==> src/rtl/vc_crossbar4_arb_if.sv <==
// rtl/vc_crossbar4_arb_if.sv - request/response bundle for the 4x4 crossbar arbiter
interface vc_crossbar4_arb_if;
   logic [3:0] in_val;
   logic [7:0] in_dest;
   logic [3:0] in_last;
   logic [3:0] in_rdy;
   logic [3:0] out_val;
   logic [3:0] out_rdy;
   logic [1:0] sel0;
   logic [1:0] sel1;
   logic [1:0] sel2;
   logic [1:0] sel3;

   modport master (
      output in_val, in_dest, in_last, out_rdy,
      input  in_rdy, out_val, sel0, sel1, sel2, sel3
   );

   modport slave (
      input  in_val, in_dest, in_last, out_rdy,
      output in_rdy, out_val, sel0, sel1, sel2, sel3
   );
endinterface

==> src/rtl/vc_crossbar4_arb.sv <==
// rtl/vc_crossbar4_arb.sv - 4x4 crossbar allocator, per-output round-robin with packet lock
module vc_crossbar4_arb #(
   parameter bit p_lock_en = 1'b1
) (
   input logic              clk,
   input logic              reset,
   vc_crossbar4_arb_if.slave xb
);

   typedef enum logic {st_idle, st_locked} state_t;

   state_t     state_q [4];
   state_t     state_d [4];
   logic [1:0] owner_q [4];
   logic [1:0] owner_d [4];
   logic [1:0] ptr_q   [4];
   logic [1:0] ptr_d   [4];

   logic [3:0] req     [4];
   logic [3:0] gnt_v;
   logic [1:0] gnt     [4];
   logic [1:0] sel     [4];
   logic [3:0] rdy_raw;

   always_comb begin
      for (int j = 0; j < 4; j++) begin
         for (int i = 0; i < 4; i++) begin
            req[j][i] = xb.in_val[i] && (xb.in_dest[2*i +: 2] == 2'(j));
         end
      end
   end

   always_ff @(posedge clk) begin
      if (reset) begin
         for (int j = 0; j < 4; j++) begin
            state_q[j] <= st_idle;
            owner_q[j] <= 2'd0;
            ptr_q[j]   <= 2'd0;
         end
      end else begin
         for (int j = 0; j < 4; j++) begin
            state_q[j] <= state_d[j];
            owner_q[j] <= owner_d[j];
            ptr_q[j]   <= ptr_d[j];
         end
      end
   end

   // Grant, select and next-state per output; outputs never interact.
   always_comb begin
      logic [1:0] idx;
      logic       xfer;
      logic       last;
      idx  = 2'd0;
      xfer = 1'b0;
      last = 1'b0;
      for (int j = 0; j < 4; j++) begin
         state_d[j] = state_q[j];
         owner_d[j] = owner_q[j];
         ptr_d[j]   = ptr_q[j];
         gnt_v[j]   = 1'b0;
         gnt[j]     = 2'd0;
         sel[j]     = 2'd0;
      end
      for (int j = 0; j < 4; j++) begin
         if (state_q[j] == st_idle) begin
            for (int k = 0; k < 4; k++) begin
               idx = ptr_q[j] + 2'(k);
               if (!gnt_v[j] && req[j][idx]) begin
                  gnt_v[j] = 1'b1;
                  gnt[j]   = idx;
               end
            end
         end else if (req[j][owner_q[j]]) begin
            gnt_v[j] = 1'b1;
            gnt[j]   = owner_q[j];
         end

         if (gnt_v[j])
            sel[j] = gnt[j];
         else if (state_q[j] == st_locked)
            sel[j] = owner_q[j];
         else
            sel[j] = ptr_q[j];

         xfer = gnt_v[j] && xb.out_rdy[j];
         last = !p_lock_en || xb.in_last[gnt[j]];

         if (state_q[j] == st_idle) begin
            if (gnt_v[j]) begin
               // A stalled first flit also locks, so sel cannot move under backpressure.
               if (!xfer || !last) begin
                  state_d[j] = st_locked;
                  owner_d[j] = gnt[j];
               end else begin
                  ptr_d[j] = gnt[j] + 2'd1;
               end
            end
         end else if (xfer && last) begin
            state_d[j] = st_idle;
            ptr_d[j]   = owner_q[j] + 2'd1;
         end
      end
   end

   always_comb begin
      for (int i = 0; i < 4; i++) begin
         rdy_raw[i] = 1'b0;
         for (int j = 0; j < 4; j++) begin
            if (xb.in_dest[2*i +: 2] == 2'(j) && gnt_v[j] && gnt[j] == 2'(i) && xb.out_rdy[j])
               rdy_raw[i] = 1'b1;
         end
      end
   end

   assign xb.in_rdy  = reset ? 4'h0 : rdy_raw;
   assign xb.out_val = reset ? 4'h0 : gnt_v;
   assign xb.sel0    = reset ? 2'd0 : sel[0];
   assign xb.sel1    = reset ? 2'd0 : sel[1];
   assign xb.sel2    = reset ? 2'd0 : sel[2];
   assign xb.sel3    = reset ? 2'd0 : sel[3];

endmodule
==> src/flat_wrapper.sv <==
// flat-port wrapper written by rule: the top's interface ports become plain ports
module vc_crossbar4_arb_flat 
#(
   parameter bit p_lock_en = 1'b1
)
  (clk, reset, xb_in_val, xb_in_dest, xb_in_last, xb_out_rdy, xb_in_rdy, xb_out_val, xb_sel0, xb_sel1, xb_sel2, xb_sel3);
  vc_crossbar4_arb_if xb_i ();
  input logic clk;
  input logic reset;
  input wire logic [$bits(xb_i.in_val)-1:0] xb_in_val;
  input wire logic [$bits(xb_i.in_dest)-1:0] xb_in_dest;
  input wire logic [$bits(xb_i.in_last)-1:0] xb_in_last;
  input wire logic [$bits(xb_i.out_rdy)-1:0] xb_out_rdy;
  output wire logic [$bits(xb_i.in_rdy)-1:0] xb_in_rdy;
  output wire logic [$bits(xb_i.out_val)-1:0] xb_out_val;
  output wire logic [$bits(xb_i.sel0)-1:0] xb_sel0;
  output wire logic [$bits(xb_i.sel1)-1:0] xb_sel1;
  output wire logic [$bits(xb_i.sel2)-1:0] xb_sel2;
  output wire logic [$bits(xb_i.sel3)-1:0] xb_sel3;
  assign xb_i.in_val = xb_in_val;
  assign xb_i.in_dest = xb_in_dest;
  assign xb_i.in_last = xb_in_last;
  assign xb_i.out_rdy = xb_out_rdy;
  assign xb_in_rdy = xb_i.in_rdy;
  assign xb_out_val = xb_i.out_val;
  assign xb_sel0 = xb_i.sel0;
  assign xb_sel1 = xb_i.sel1;
  assign xb_sel2 = xb_i.sel2;
  assign xb_sel3 = xb_i.sel3;
  vc_crossbar4_arb #(.p_lock_en(p_lock_en)) u_core (.clk(clk), .reset(reset), .xb(xb_i));
endmodule
==> config.mk <==
export PLATFORM = sky130hd
export DESIGN_NAME = vc_crossbar4_arb_flat
export DESIGN_NICKNAME = d
export VERILOG_FILES = /design/src/rtl/vc_crossbar4_arb_if.sv /design/src/rtl/vc_crossbar4_arb.sv /design/src/flat_wrapper.sv
export SDC_FILE = /design/constraint.sdc
export NUM_CORES = 1
export LEC_CHECK = 0
export BUFFER_PORTS_ARGS = -buffer_cell sky130_fd_sc_hd__buf_2
export CORE_MARGIN = 2
export CORE_UTILIZATION = 64
export DETAILED_ROUTE_END_ITERATION = 10
export PLACE_DENSITY = 0.87
export SLEW_MARGIN = 20
export SYNTH_ARGS = -nofsm -noshare
export SYNTH_HDL_FRONTEND = slang
export SYNTH_SLANG_ARGS = --single-unit
==> constraint.sdc <==
create_clock -name clk -period 5.08 [get_ports clk]
set_input_delay 0.762 -clock clk [delete_from_list [all_inputs] [get_ports clk]]
set_output_delay 0.762 -clock clk [all_outputs]
set_load 0.01 [all_outputs]
==> impl.org <==
** Drt
- Drt first pass iters :: 7
- In the routed layout, each cell is associated on average with a via count of 7.38.
- The detailed router finished its first iteration with 476 violations.
- Antenna-violating nets left :: 0
- Dividing the detail-routed wire length by the instance count gives 18.1 um.
- In the routed design, unresolved DRC markers number 0.
- Via total after detailed routing :: 3,320
- Final WL :: 8150 um

** Global route
- Global routing finished with a remaining overflow of 0.
- First-pass GRT wire length :: 13,000 um
- The initial antenna violation count is 0.
- Pin count of the biggest net entering global routing :: 35
- Tot GR Track Use :: 32.3%
- Via count of the first global-routing pass :: 2,792

** Synthesis
- Main flop type after synthesis :: dfxtp_1
- Fraction of registers with async set or reset after synthesis :: 0%
- Synthesis produced a netlist whose cell count is 381.
- Unique masters post-synth :: 74
- Cell types with the largest area share after synthesis :: dfxtp_1 15%, a21oi_1 6.9%, nand2_1 4.8%, o21ai_0 4.0%, nand3_1 3.8%
- Summed over all instances, the cell type with the most area after synthesis is dfxtp_1.
- The synthesized design contains 20 register bits.
- Yosys instantiated no cell more often than a21oi_1.
- Of the synthesized area, sequential elements account for 14.6%.
- Count of flip-flops with a built-in enable after synthesis :: 0
- Post-synthesis net count :: 403
- The commonest cells after synthesis are 38 x a21oi_1, 35 x nand2_1, 22 x o21ai_0.
- Number of warnings printed during yosys synthesis :: 0
- After synthesis the cells add up to 2740 um2.
- Mean Syn Cell Area :: 7.19 um2
- Share of the synthesized area in the top cell type :: 14.6%

** Layout
- Leaving out filler cells and counting taps, the final layout contains 450.
- Final design area excluding fillers :: 2920 um2
- The filler cells instantiated in the layout total 343.
- Share of final-layout standard cells stronger than drive strength 1 :: 15.5%
- Net count of the finished layout :: 424
- Number of diodes :: 0
- The area growth from synthesis to layout is 6.58%.

** STA
- Across the routed clock network, the largest skew measured is 0.00119 ns.
- Max-slew violation total from the final report :: 0
- Period Utilization, post-route :: 77.7%
- For the finished layout, the period the worst path requires is 3.95 ns.
- Setup-failing EPs final :: 0
- For this run, the top clock speed supported by timing is 253 MHz.
- The total count of hold-check failures in the final report was 0.
- Worst slew margin :: 50.9%
- Setup repair after global routing missed its margin :: no
- Accumulated negative setup slack :: 0 ns
- Transition time at the pin with the least slew margin :: 0.730 ns

** Clock network
- CTS built an H-tree with a depth of 1.
- Setup Buffers After CTS :: 0
- Once the clock tree was built, the resizer swapped 0 gates to a different size.
- The clock drives 20 sinks.
- Cts hold-fix bufs :: 0
- CTS placed an instance of clkbuf_8 at the clock tree root.
- Clk buf depth :: 2
- TritonCTS clock tree :: done
- Clock latency on the worst-skew pair, taken at its later pin, is 0.26 ns.
- Buffers inserted during clock tree synthesis total 3.
- Clock Pin Slew Worst Setup and Hold Paths :: 0.07 ns

** Pwr
- Leakage component of the power :: 0.00113 uW
- Total power for the finished layout comes to 632 uW.
- Power spread over the standard cell area amounts to 216 nW/um2.
- VDD sags by at most 0.128 mV.

** Critical path
- For the worst setup path, the data arrival time is 3.18 ns.
- Critical Path Slowest Stage Cell :: nor3b_1
- Maximum fanout count along the critical path :: 13
- Critical Setup Path Class :: primary input to output port
- STA classifies the critical path endpoint as an output port.
- For the worst setup path, the data required time is 4.32 ns.
- The worst register-to-register path begins at u_core.state_q[3].
- The critical path starts at xb_in_val[2].
- On the worst path, the slowest cell contributes a delay of 0.48 ns.
- In this run the register-to-register setup slack is 2.47 ns.
- Cell chain of the critical path :: buf_2, nor3b_1, a21oi_1, o221ai_1, o21ai_0, nor3_1, a21oi_1, a31oi_1, buf_2
- R2r endpoint :: u_core.owner_q[3][0]
- Cell count of the worst reg-to-reg path :: 7
- Nature of the critical path startpoint :: primary input

** Floorplanning
- The floorplan has 23 rows.
- The floorplan step defined a core boundary enclosing 4060 um2.
- In this run the horizontal extent of the chip is 69.4 um.
- The floorplan step defined a die boundary enclosing 4820 um2.
- From bottom edge to top edge, the die measures 69.4 um.
- For this configuration, the core starts out at a cell density of 67.5%.
- I/O pin count :: 38

** Worst hold path
- Hold Path Origin :: u_core.owner_q[0][1]
- For hold timing, the worst endpoint is u_core.owner_q[0][1].
- Count of cells along the worst hold path :: 2
- The min-delay analysis places its worst path in the category flip-flop to flip-flop.

** Place
- The count of buffers added on input and output ports is 37.
- Placed insts :: 447
- Once placement finished, the instance area stood at 2880 um2.
- Summed over all nets, the half-perimeter wirelength after detailed placement is 6020 um.
- Routability cong. :: 1.02

** Job
- Max-cap violations in this run came to 0.

** Outcome
- The flow ran to the end, and the final reports show no timing, DRC or antenna violations.
[cells by family (layout without fill, tap and decap cells)]
| family | count (synthesis) | in the layout | share of synthesized area, % |
|---|---|---|---|
| buf+inv | 33 | 52 | 5.62 |
| simple gates | 163 | 163 | 35.1 |
| compound gates | 148 | 148 | 37.9 |
| mux | 14 | 14 | 5.71 |
| flops | 20 | 20 | 14.6 |
| xor+xnor | 3 | 3 | 0.960 |
[metrics by stage]
step           setup slack [ns]  utilization, %  hold WS, ns
2_1_floorplan              1.63               -        0.466
3_3_place_gp               1.36            70.9        0.504
3_5_place_dp               1.21            70.9        0.517
4_1_cts                    1.18            71.9        0.533
5_1_grt                   0.890            71.9        0.548
6_report                   1.13            71.9        0.532
[routing by layer]
layer	global-route usage [%]	vias to the layer above	share of wire, %
met2	51.9	270	45
met1	44.9	1484	40
met4	9.37	0	2.2
li1	-	1534	-
met3	4.51	32	13
met5	0	-	0
[worst max-delay path: cells and delay by family]
kind	cells	cell delay, ns
AOI/OAI and AO/OA	5	1.18
and+or+nand+nor	2	0.86
buffers and inverters	2	0.38
[sequential cells by signal (all words and copies together), names as in the netlist]
register and count:
u_core.state_q 4, u_core.ptr_q 8, u_core.owner_q 8
[worst max path at each step]
stage / end / slack [ns] / cells past startpoint
4_1_cts: xb_in_rdy[3] / 1.18 / 9
3_5_place_dp: xb_in_rdy[3] / 1.21 / 9
2_1_floorplan: xb_in_rdy[0] / 1.63 / 9
6_report: xb_in_rdy[3] / 1.13 / 9
3_3_place_gp: xb_in_rdy[3] / 1.36 / 9
5_1_grt: xb_in_rdy[2] / 0.89 / 9
[where the power goes]
group	switching (uW)	total [uW]	internal [uW]	leakage, uW
Combinational	192	319	127	0.000944
Clock	53.4	106	52.9	0.0000216
Sequential	33.0	206	173	0.000164
Total	278	632	353	0.00113
[layout by cell type (no fill, tap or decap), drive strengths merged, types with 4 or more instances in the layout]
| master | synthesis | layout |
|---|---|---|
| and3b | 7 | 7 |
| nand4 | 5 | 5 |
| a21boi | 6 | 6 |
| o31ai | 4 | 4 |
| nor2b | 6 | 6 |
| o22ai | 7 | 7 |
| or3b | 6 | 6 |
| and2 | 8 | 8 |
| inv | 12 | 12 |
| nand4b | 5 | 5 |
| nand2 | 36 | 36 |
| o31a | 4 | 4 |
| dfxtp | 20 | 20 |
| and3 | 8 | 8 |
| a311oi | 4 | 4 |
| o221ai | 6 | 6 |
| o211ai | 4 | 4 |
| o21a | 5 | 5 |
| nand3b | 9 | 9 |
| nor3 | 11 | 11 |
| a2bb2oi | 4 | 4 |
| buf | 11 | 37 |
| o21ai | 23 | 23 |
| nand3 | 22 | 22 |
| nor2 | 22 | 22 |
| a211oi | 7 | 7 |
| mux2i | 10 | 10 |
| a31oi | 9 | 9 |
| a21oi | 38 | 38 |
[final cells by class]
type                    count  area [um2]  share of cell area (%)
multi-input cells         328        2180                    74.8
flip-flops and latches     20         400                    13.7
repair buffers             37         185                    6.35
well taps                  50        62.6                    2.14
inverters                  12        45.0                    1.54
clock buffers               3        41.3                    1.42
Power figures use the tool's default switching activity.
